## config.mk

```make
export PLATFORM = sky130hd
export DESIGN_NAME = etapa_fetch_exe_flat
export DESIGN_NICKNAME = d
export VERILOG_FILES = /design/src/rtl/etapa_fetch_exe_if.sv /design/src/rtl/etapa_fetch_exe.sv /design/src/flat_wrapper.sv
export SDC_FILE = /design/constraint.sdc
export NUM_CORES = 1
export LEC_CHECK = 0
export CORE_MARGIN = 2
export CORE_UTILIZATION = 47
export CTS_BUF_LIST = sky130_fd_sc_hd__clkbuf_16
export DETAILED_ROUTE_END_ITERATION = 8
export MAX_ROUTING_LAYER = met4
export PLACE_DENSITY = 0.86
export RECOVER_POWER = 50
export SLEW_MARGIN = 25
export SYNTH_ARGS = -nofsm -noshare
export SYNTH_HDL_FRONTEND = slang
export SYNTH_SLANG_ARGS = --single-unit
```

## constraint.sdc

```tcl
create_clock -name clk -period 5.3 [get_ports clk]
set_input_delay 1.06 -clock clk [delete_from_list [all_inputs] [get_ports clk]]
set_output_delay 1.06 -clock clk [all_outputs]
set_load 0.005 [all_outputs]
```

## src/rtl/etapa_fetch_exe_if.sv

```systemverilog
// Bundle of decode-side inputs and fetch/execute pipeline-register outputs of etapa_fetch_exe.
// The slave modport is the pipeline block; the master modport is the surrounding core.
interface etapa_fetch_exe_if #(
    parameter int PC_W    = 32,
    parameter int INSTR_W = 32,
    parameter int REG_W   = 4,
    parameter int CTRL_W  = 8,
    parameter int CNT_W   = 16
);
    logic               hazard;
    logic               flush;
    logic [PC_W-1:0]    branch_target;
    logic [INSTR_W-1:0] instr_in;
    logic [REG_W-1:0]   dec_Rd;
    logic               dec_mem_RE;
    logic               dec_RegW;
    logic [CTRL_W-1:0]  dec_ctrl;
    logic [PC_W-1:0]    pc;
    logic [INSTR_W-1:0] instr_F;
    logic [PC_W-1:0]    pc_F;
    logic               valid_F;
    logic [REG_W-1:0]   Robj_Exe;
    logic               mem_RE_Exe;
    logic               RegW_Exe;
    logic [CTRL_W-1:0]  ctrl_Exe;
    logic [PC_W-1:0]    pc_Exe;
    logic               valid_Exe;
    logic [CNT_W-1:0]   stall_count;

    modport master (
        output hazard, flush, branch_target, instr_in,
        output dec_Rd, dec_mem_RE, dec_RegW, dec_ctrl,
        input  pc, instr_F, pc_F, valid_F,
        input  Robj_Exe, mem_RE_Exe, RegW_Exe, ctrl_Exe, pc_Exe, valid_Exe,
        input  stall_count
    );

    modport slave (
        input  hazard, flush, branch_target, instr_in,
        input  dec_Rd, dec_mem_RE, dec_RegW, dec_ctrl,
        output pc, instr_F, pc_F, valid_F,
        output Robj_Exe, mem_RE_Exe, RegW_Exe, ctrl_Exe, pc_Exe, valid_Exe,
        output stall_count
    );
endinterface

```

## src/rtl/etapa_fetch_exe.sv

```systemverilog
// Program counter plus fetch/decode and decode/execute pipeline registers with
// load-use stall (hold + bubble), branch flush and a saturating stall counter.
module etapa_fetch_exe #(
    parameter int              PC_W     = 32,
    parameter int              INSTR_W  = 32,
    parameter int              REG_W    = 4,
    parameter int              CTRL_W   = 8,
    parameter logic [PC_W-1:0] RESET_PC = {PC_W{1'b0}},
    parameter int              CNT_W    = 16
) (
    input  logic                clk,
    input  logic                rst,
    etapa_fetch_exe_if.slave    bus
);
    localparam logic [PC_W-1:0]  PC_STEP = PC_W'(32'd4);
    localparam logic [CNT_W-1:0] CNT_MAX = {CNT_W{1'b1}};
    localparam logic [CNT_W-1:0] CNT_ONE = CNT_W'(32'd1);

    logic [PC_W-1:0]    pc_r,        pc_nxt_s;
    logic [INSTR_W-1:0] instr_f_r,   instr_f_nxt_s;
    logic [PC_W-1:0]    pc_f_r,      pc_f_nxt_s;
    logic               valid_f_r,   valid_f_nxt_s;
    logic [REG_W-1:0]   rd_e_r,      rd_e_nxt_s;
    logic               mem_re_e_r,  mem_re_e_nxt_s;
    logic               regw_e_r,    regw_e_nxt_s;
    logic [CTRL_W-1:0]  ctrl_e_r,    ctrl_e_nxt_s;
    logic [PC_W-1:0]    pc_e_r,      pc_e_nxt_s;
    logic               valid_e_r,   valid_e_nxt_s;
    logic [CNT_W-1:0]   stall_cnt_r, stall_cnt_nxt_s;

    // Next-state selection: flush beats hazard beats advance; the execute register defaults to a bubble.
    always_comb begin
        pc_nxt_s        = pc_r;
        instr_f_nxt_s   = instr_f_r;
        pc_f_nxt_s      = pc_f_r;
        valid_f_nxt_s   = valid_f_r;
        stall_cnt_nxt_s = stall_cnt_r;
        rd_e_nxt_s      = {REG_W{1'b0}};
        mem_re_e_nxt_s  = 1'b0;
        regw_e_nxt_s    = 1'b0;
        ctrl_e_nxt_s    = {CTRL_W{1'b0}};
        pc_e_nxt_s      = {PC_W{1'b0}};
        valid_e_nxt_s   = 1'b0;
        if (bus.flush) begin
            pc_nxt_s      = bus.branch_target;
            instr_f_nxt_s = {INSTR_W{1'b0}};
            pc_f_nxt_s    = {PC_W{1'b0}};
            valid_f_nxt_s = 1'b0;
        end else if (bus.hazard) begin
            if (stall_cnt_r != CNT_MAX) begin
                stall_cnt_nxt_s = stall_cnt_r + CNT_ONE;
            end else begin
                stall_cnt_nxt_s = stall_cnt_r;
            end
        end else begin
            pc_nxt_s      = pc_r + PC_STEP;
            instr_f_nxt_s = bus.instr_in;
            pc_f_nxt_s    = pc_r;
            valid_f_nxt_s = 1'b1;
            // An empty fetch slot travels on as a bubble rather than stale decode fields.
            if (valid_f_r) begin
                rd_e_nxt_s     = bus.dec_Rd;
                mem_re_e_nxt_s = bus.dec_mem_RE;
                regw_e_nxt_s   = bus.dec_RegW;
                ctrl_e_nxt_s   = bus.dec_ctrl;
                pc_e_nxt_s     = pc_f_r;
                valid_e_nxt_s  = 1'b1;
            end else begin
                valid_e_nxt_s  = 1'b0;
            end
        end
    end

    // State registers with synchronous reset.
    always_ff @(posedge clk) begin
        if (rst) begin
            pc_r        <= RESET_PC;
            instr_f_r   <= {INSTR_W{1'b0}};
            pc_f_r      <= {PC_W{1'b0}};
            valid_f_r   <= 1'b0;
            rd_e_r      <= {REG_W{1'b0}};
            mem_re_e_r  <= 1'b0;
            regw_e_r    <= 1'b0;
            ctrl_e_r    <= {CTRL_W{1'b0}};
            pc_e_r      <= {PC_W{1'b0}};
            valid_e_r   <= 1'b0;
            stall_cnt_r <= {CNT_W{1'b0}};
        end else begin
            pc_r        <= pc_nxt_s;
            instr_f_r   <= instr_f_nxt_s;
            pc_f_r      <= pc_f_nxt_s;
            valid_f_r   <= valid_f_nxt_s;
            rd_e_r      <= rd_e_nxt_s;
            mem_re_e_r  <= mem_re_e_nxt_s;
            regw_e_r    <= regw_e_nxt_s;
            ctrl_e_r    <= ctrl_e_nxt_s;
            pc_e_r      <= pc_e_nxt_s;
            valid_e_r   <= valid_e_nxt_s;
            stall_cnt_r <= stall_cnt_nxt_s;
        end
    end

    assign bus.pc          = pc_r;
    assign bus.instr_F     = instr_f_r;
    assign bus.pc_F        = pc_f_r;
    assign bus.valid_F     = valid_f_r;
    assign bus.Robj_Exe    = rd_e_r;
    assign bus.mem_RE_Exe  = mem_re_e_r;
    assign bus.RegW_Exe    = regw_e_r;
    assign bus.ctrl_Exe    = ctrl_e_r;
    assign bus.pc_Exe      = pc_e_r;
    assign bus.valid_Exe   = valid_e_r;
    assign bus.stall_count = stall_cnt_r;
endmodule

```

## src/flat_wrapper.sv

```systemverilog
// flat-port wrapper written by rule: the top's interface ports become plain ports
module etapa_fetch_exe_flat 
#(
    parameter int              PC_W     = 32,
    parameter int              INSTR_W  = 32,
    parameter int              REG_W    = 4,
    parameter int              CTRL_W   = 8,
    parameter logic [PC_W-1:0] RESET_PC = {PC_W{1'b0}},
    parameter int              CNT_W    = 16
)
  (clk, rst, bus_hazard, bus_flush, bus_branch_target, bus_instr_in, bus_dec_Rd, bus_dec_mem_RE, bus_dec_RegW, bus_dec_ctrl, bus_pc, bus_instr_F, bus_pc_F, bus_valid_F, bus_Robj_Exe, bus_mem_RE_Exe, bus_RegW_Exe, bus_ctrl_Exe, bus_pc_Exe, bus_valid_Exe, bus_stall_count);
  etapa_fetch_exe_if #(.PC_W(PC_W), .INSTR_W(INSTR_W), .REG_W(REG_W), .CTRL_W(CTRL_W), .CNT_W(CNT_W)) bus_i ();
  input  logic clk;
  input  logic rst;
  input wire logic [$bits(bus_i.hazard)-1:0] bus_hazard;
  input wire logic [$bits(bus_i.flush)-1:0] bus_flush;
  input wire logic [$bits(bus_i.branch_target)-1:0] bus_branch_target;
  input wire logic [$bits(bus_i.instr_in)-1:0] bus_instr_in;
  input wire logic [$bits(bus_i.dec_Rd)-1:0] bus_dec_Rd;
  input wire logic [$bits(bus_i.dec_mem_RE)-1:0] bus_dec_mem_RE;
  input wire logic [$bits(bus_i.dec_RegW)-1:0] bus_dec_RegW;
  input wire logic [$bits(bus_i.dec_ctrl)-1:0] bus_dec_ctrl;
  output wire logic [$bits(bus_i.pc)-1:0] bus_pc;
  output wire logic [$bits(bus_i.instr_F)-1:0] bus_instr_F;
  output wire logic [$bits(bus_i.pc_F)-1:0] bus_pc_F;
  output wire logic [$bits(bus_i.valid_F)-1:0] bus_valid_F;
  output wire logic [$bits(bus_i.Robj_Exe)-1:0] bus_Robj_Exe;
  output wire logic [$bits(bus_i.mem_RE_Exe)-1:0] bus_mem_RE_Exe;
  output wire logic [$bits(bus_i.RegW_Exe)-1:0] bus_RegW_Exe;
  output wire logic [$bits(bus_i.ctrl_Exe)-1:0] bus_ctrl_Exe;
  output wire logic [$bits(bus_i.pc_Exe)-1:0] bus_pc_Exe;
  output wire logic [$bits(bus_i.valid_Exe)-1:0] bus_valid_Exe;
  output wire logic [$bits(bus_i.stall_count)-1:0] bus_stall_count;
  assign bus_i.hazard = bus_hazard;
  assign bus_i.flush = bus_flush;
  assign bus_i.branch_target = bus_branch_target;
  assign bus_i.instr_in = bus_instr_in;
  assign bus_i.dec_Rd = bus_dec_Rd;
  assign bus_i.dec_mem_RE = bus_dec_mem_RE;
  assign bus_i.dec_RegW = bus_dec_RegW;
  assign bus_i.dec_ctrl = bus_dec_ctrl;
  assign bus_pc = bus_i.pc;
  assign bus_instr_F = bus_i.instr_F;
  assign bus_pc_F = bus_i.pc_F;
  assign bus_valid_F = bus_i.valid_F;
  assign bus_Robj_Exe = bus_i.Robj_Exe;
  assign bus_mem_RE_Exe = bus_i.mem_RE_Exe;
  assign bus_RegW_Exe = bus_i.RegW_Exe;
  assign bus_ctrl_Exe = bus_i.ctrl_Exe;
  assign bus_pc_Exe = bus_i.pc_Exe;
  assign bus_valid_Exe = bus_i.valid_Exe;
  assign bus_stall_count = bus_i.stall_count;
  etapa_fetch_exe #(.PC_W(PC_W), .INSTR_W(INSTR_W), .REG_W(REG_W), .CTRL_W(CTRL_W), .RESET_PC(RESET_PC), .CNT_W(CNT_W)) u_core (.clk(clk), .rst(rst), .bus(bus_i));
endmodule
```

* Word level (Yosys, flattened, before mapping)
Cells that the tools add are included.
Cells by class: mux-type cells 3, bitwise gates (word level) 2, add/sub/neg operators 2, eq/ne operators 2, reduce and logical (&&, ||, !) cells 4
Operator list (count):
- 2-to-1 mux 32 bit | 2
- adder 32 x 3 -> 32 bit (second input constant) | 1
- adder 16 x 1 -> 16 bit (second input constant) | 1
- inequality test 16 bit (second input constant) | 1
- OR reduction 4 bit | 1
- AND reduction 3 bit | 1
- OR reduction 3 bit | 1
- inequality test 2 x 1 -> 1 bit (second input constant) | 1
- inverter 1 bit | 2
- OR reduction 2 bit | 1
- 2-to-1 mux 1 bit | 1
Word-level totals: logic and storage cells 24, register bits 160, input bits 82, output and inout bits 160

* Longest topological paths before layout
depth in word-level cells 3, mapped depth 7, depth with buffers taken out 6

* Worst setup path after synthesis
No wires, ideal clock.
kind input to register, start point in bus_hazard, end point reg u_core.pc_r[21], in the netlist u_core.bus.pc[21], path slack 3.023 ns, stages 5, arrival time 2.186 ns, path buffers 1, path through and4b_1 > clkbuf_1 > nand3_1 > or3_1 > a311oi_1
Between the ends: word-level cells in the longest chain between the ends 1
RTL lines:
- start, declared | RTL line flat_wrapper.sv:15 | input wire logic [$bits(bus_i.hazard)-1:0] bus_hazard;
- inequality test 2 x 1 -> 1 bit (no source line)
- end signal, assigned | RTL line etapa_fetch_exe.sv:89 | pc_r <= pc_nxt_s;
- end, declared | RTL line etapa_fetch_exe.sv:19 | logic [PC_W-1:0] pc_r, pc_nxt_s;
No other way between the ends. A chain may end at the register's enable or synchronous reset.

* Final worst setup path
start point in bus_flush, end point reg u_core.pc_r[15], in the netlist u_core.bus.pc[15]
Between the ends: word-level cells in the longest chain between the ends 1
RTL lines:
- start, declared | RTL line flat_wrapper.sv:16 | input wire logic [$bits(bus_i.flush)-1:0] bus_flush;
- inequality test 2 x 1 -> 1 bit (no source line) / 2-to-1 mux 32 bit (equally long branches)
Parallel ways exist; a longest one is shown, timed or not.

==> flow_results.org <==
** Run status
- The flow ran to the end, but the final reports show violations.
- The final reports fail on max-capacitance violations, max-slew violations.

** Cells and area
- The number of antenna diodes in the final layout is 0.
- From synthesis to final layout, the design area changed by 50.5%.
- Post-route cell area :: 9140 um^2
- Of the cells placed in the final design, the portion with a size suffix greater than 1 is 0.0537.
- At the end of the flow, the number of nets in the layout was roughly 930.
- In the layout the commonest cells are sky130_fd_sc_hd__dfxtp_1, sky130_fd_sc_hd__dlygate4sd3_1, sky130_fd_sc_hd__nor2_1, sky130_fd_sc_hd__clkdlybuf4s50_1, sky130_fd_sc_hd__mux2i_1.
- Leaving out fill and tap cells, the most frequent cell in the layout is sky130_fd_sc_hd__dfxtp_1.

** Synthesis
- After synthesis the cells add up to approximately 6100 um^2.
- Avg Cell Area, Syn :: about 10 um^2
- Net count after synthesis :: 700
- Synth async-reset ratio :: 0
- Sequential share of the synthesized area :: 0.527
- In this run, synthesis produced a sequential element count of between 150 and 200.
- Post-synth top flop :: sky130_fd_sc_hd__dfxtp_1
- Counting flops with a built-in enable in the synthesized netlist gives 0.
- Yosys printed 0 warnings.
- Library cells used by synthesis :: 46
- Synthesis handed over a netlist of approximately 620 instances.

** Clock network
- After clock tree synthesis, the flow added hold-fix buffers numbering 0.
- The tree is rooted in a sky130_fd_sc_hd__clkbuf_16.
- Clock transition at the registers of the reported paths :: ~0.060 ns
- Clock tree from TritonCTS :: yes
- Clock tree synthesis found a total of 160 sinks.
- Once the clock tree was built, the setup fixing pass inserted 0 buffers.
- Buffers inserted during clock tree synthesis total 17.
- Count of H-tree levels built during CTS :: 4
- At the later pin of the worst-skew pair, clock insertion delay measures around 0.42 ns.
- The number of gates resized after CTS was 0.
- In this run the deepest clock path goes through 2 buffers.

** Placement
- OpenSTA, run right after detailed placement, puts the worst setup slack at slightly below 2 ns.
- The HPWL after detailed placement is about 12 mm.
- Post-Place Cell Area :: 8550 um^2
- Gpl congestion :: approximately 0.8
- Port-buffer cells :: 241

** Route
- After detailed routing, the total wire length is around 17 mm.
- Wire per inst :: 16.7 um
- The pre-antenna-repair detailed-routing pass consisted of 6 iterations.
- Number of design-rule violations left by the first detailed-router iteration :: 275
- In the routed layout, each cell is associated on average with a via count of between 5 and 6.
- Detailed routing inserted a total of between 5000 and 6000 vias.
- Post-detailed-route count of antenna-violating nets :: 0
- DRC viols :: 0

** Setup path
- STA puts the critical path data required time at ~5.6 ns.
- Biggest fanout along the worst timing path :: 44
- The worst setup path is launched from an input pin.
- The setup path with the least slack is of type input pin to flop.
- STA classifies the critical path endpoint as a flop.
- For the worst flop-to-flop path, the logic depth is 6.
- Signal arrival time at the worst endpoint :: 3.88 ns

** Global routing
- Vias in the first global route :: 5289
- Initial antenna violation count :: 0
- Met2 global-route usage :: 0.425
- For met3 alone, demand over resource in global routing was 0.0843.
- Remaining global-route overflow :: 0
- For met1 alone, demand over resource in global routing was 0.282.
- Entering global routing, the biggest net connects 57 pins.
- Gr busiest metal :: met2
- In the global route stage, overall resource usage came out at 0.256.
- Global-route wire length before repair :: 27.5 mm

** Power
- For this design the static power due to leakage is roughly 3.9 nW.
- The worst-case IR drop observed on VDD is 200 uV.
- In this run the power density over the cells is between 300 and 400 nW/um^2.

** Die
- Placement Rows :: a little over 40
- The region available for standard cell placement spans approximately 13000 um^2.
- Measured along the x axis, the die boundary spans approximately 120 um.
- Total Die Area :: 13900 um^2
- Initial Utilization :: 0.481
- The die is 118 um tall.
- Top-level port count :: 242

** STA
- Setup repair after global routing left no endpoint under its margin.
- Slew at the pin closest to its max-slew limit :: ~2 ns
- Measured against its own limit, the worst slew margin works out to -0.366.
- Number of setup violations in the final report :: 0
- Max Slew Vio Count :: between 40 and 50
- The worst path needs 3.56 ns of the cycle, external delays included.
- Hold violation total from the final report :: 0
- Hold_ws :: 0.475 ns
- Crit path setup slack, layout :: ~1.7 ns
- Maximum achievable frequency :: approximately 280 MHz
- Portion of the clock cycle consumed by the worst path in the final layout :: 0.672
- For the final routed database, the setup TNS stands at 0 ns.
- Final clock skew :: between 0.008 and 0.009 ns

** Hold path
- Class of the tightest hold or removal check :: flop to flop
- Along the worst hold path, the cell count comes to 1.

** Job
- Number of max-capacitance violations reported :: 1
-- synthesized netlist by cell type, drive strengths merged, types with 2 or more instances --
| cell | n | area [um^2] |
|---|---|---|
| and3 | 5 | 32.5 |
| nor3 | 12 | 70.1 |
| or4 | 5 | 45.0 |
| nand4 | 15 | 100 |
| and4 | 4 | 36.3 |
| mux2i | 71 | 711 |
| or3 | 3 | 18.8 |
| o21bai | 2 | 15.0 |
| dlygate4sd1 | 2 | 17.5 |
| nand2b | 3 | 18.8 |
| o31ai | 2 | 15.0 |
| nor2 | 111 | 417 |
| o21ai | 11 | 55.1 |
| buf | 5 | 37.5 |
| a21oi | 13 | 65.1 |
| clkbuf | 28 | 125 |
| a311oi | 3 | 26.3 |
| ha | 2 | 25.0 |
| inv | 6 | 22.5 |
| nor4 | 3 | 40.0 |
| or2 | 4 | 25.0 |
| o211ai | 3 | 22.5 |
| nor2b | 4 | 25.0 |
| dfxtp | 160 | 3200 |
| nand3 | 16 | 80.1 |
| a211oi | 13 | 103 |
| and2 | 46 | 288 |
| nand2 | 24 | 90.1 |
| xnor2 | 22 | 193 |
| xor2 | 14 | 123 |
-- area by class of cell --
class                   count  area, um^2
fillers                   926        3480
flip-flops and latches    160        3200
multi-input cells         414        2670
repair buffers            245        2430
clock buffers              17         425
well taps                 172         215
clock inverters            14         175
inverters                   7        26.3
-- routing by layer --
metal  vias up  wire length (um)
met5         -                 0
met4         0               465
met3        31              1440
met2       238              8460
met1      2468              6820
li1       2542                 -
-- worst max-delay path, stage by stage --
cell	delay, ns
sky130_fd_sc_hd__dlygate4sd3_1	0.75
sky130_fd_sc_hd__clkinv_1	0.09
sky130_fd_sc_hd__clkbuf_1	1.47
sky130_fd_sc_hd__nor2_1	0.17
sky130_fd_sc_hd__a211oi_1	0.32
-- worst paths after layout --
check / from / end / slack (ns)
worst max-delay path: bus_flush / u_core.bus.pc[15] / 1.74
worst max register to register: u_core.bus.stall_count[0] / u_core.bus.stall_count[1] / 2.93
worst min register to register: u_core.bus.pc_F[30] / u_core.bus.pc_Exe[30] / 0.48
worst min-delay path: u_core.bus.pc_F[30] / u_core.bus.pc_Exe[30] / 0.48
-- flip-flops by register name (all words and copies together), names as in the netlist, 4 cells and up --
name	count
u_core.bus.ctrl_Exe	8
u_core.bus.stall_count	16
u_core.bus.pc_Exe	32
u_core.bus.pc_F	32
u_core.bus.Robj_Exe	4
u_core.bus.pc	32
u_core.bus.instr_F	32
-- power breakdown --
group	switching [mW]	internal [mW]	total (mW)	leakage, nW
combinational	0.0943	0.140	0.234	2.33
sequential	0.0394	1.23	1.27	1.30
clock	0.470	0.776	1.25	0.298
total	0.604	2.15	2.75	3.93
-- logic make-up after synthesis --
logic type | after synthesis | share of synthesized area
simple gates | 258 | 0.216
flops | 160 | 0.527
mux | 71 | 0.117
compound gates | 47 | 0.0496
buf+inv | 42 | 0.0340
xor+xnor | 36 | 0.0519
fa+ha+maj | 2 | 0.00412
-- stage by stage --
stage,utilization,total power [mW],cells
global placement,0.678,1.53,998
global route,0.724,2.85,1029
CTS,0.725,2.78,1029
floorplan,-,1.39,616
detailed placement,0.678,1.54,998
finish,0.724,2.75,1029
Note: power is estimated with default switching activity, not from simulation.
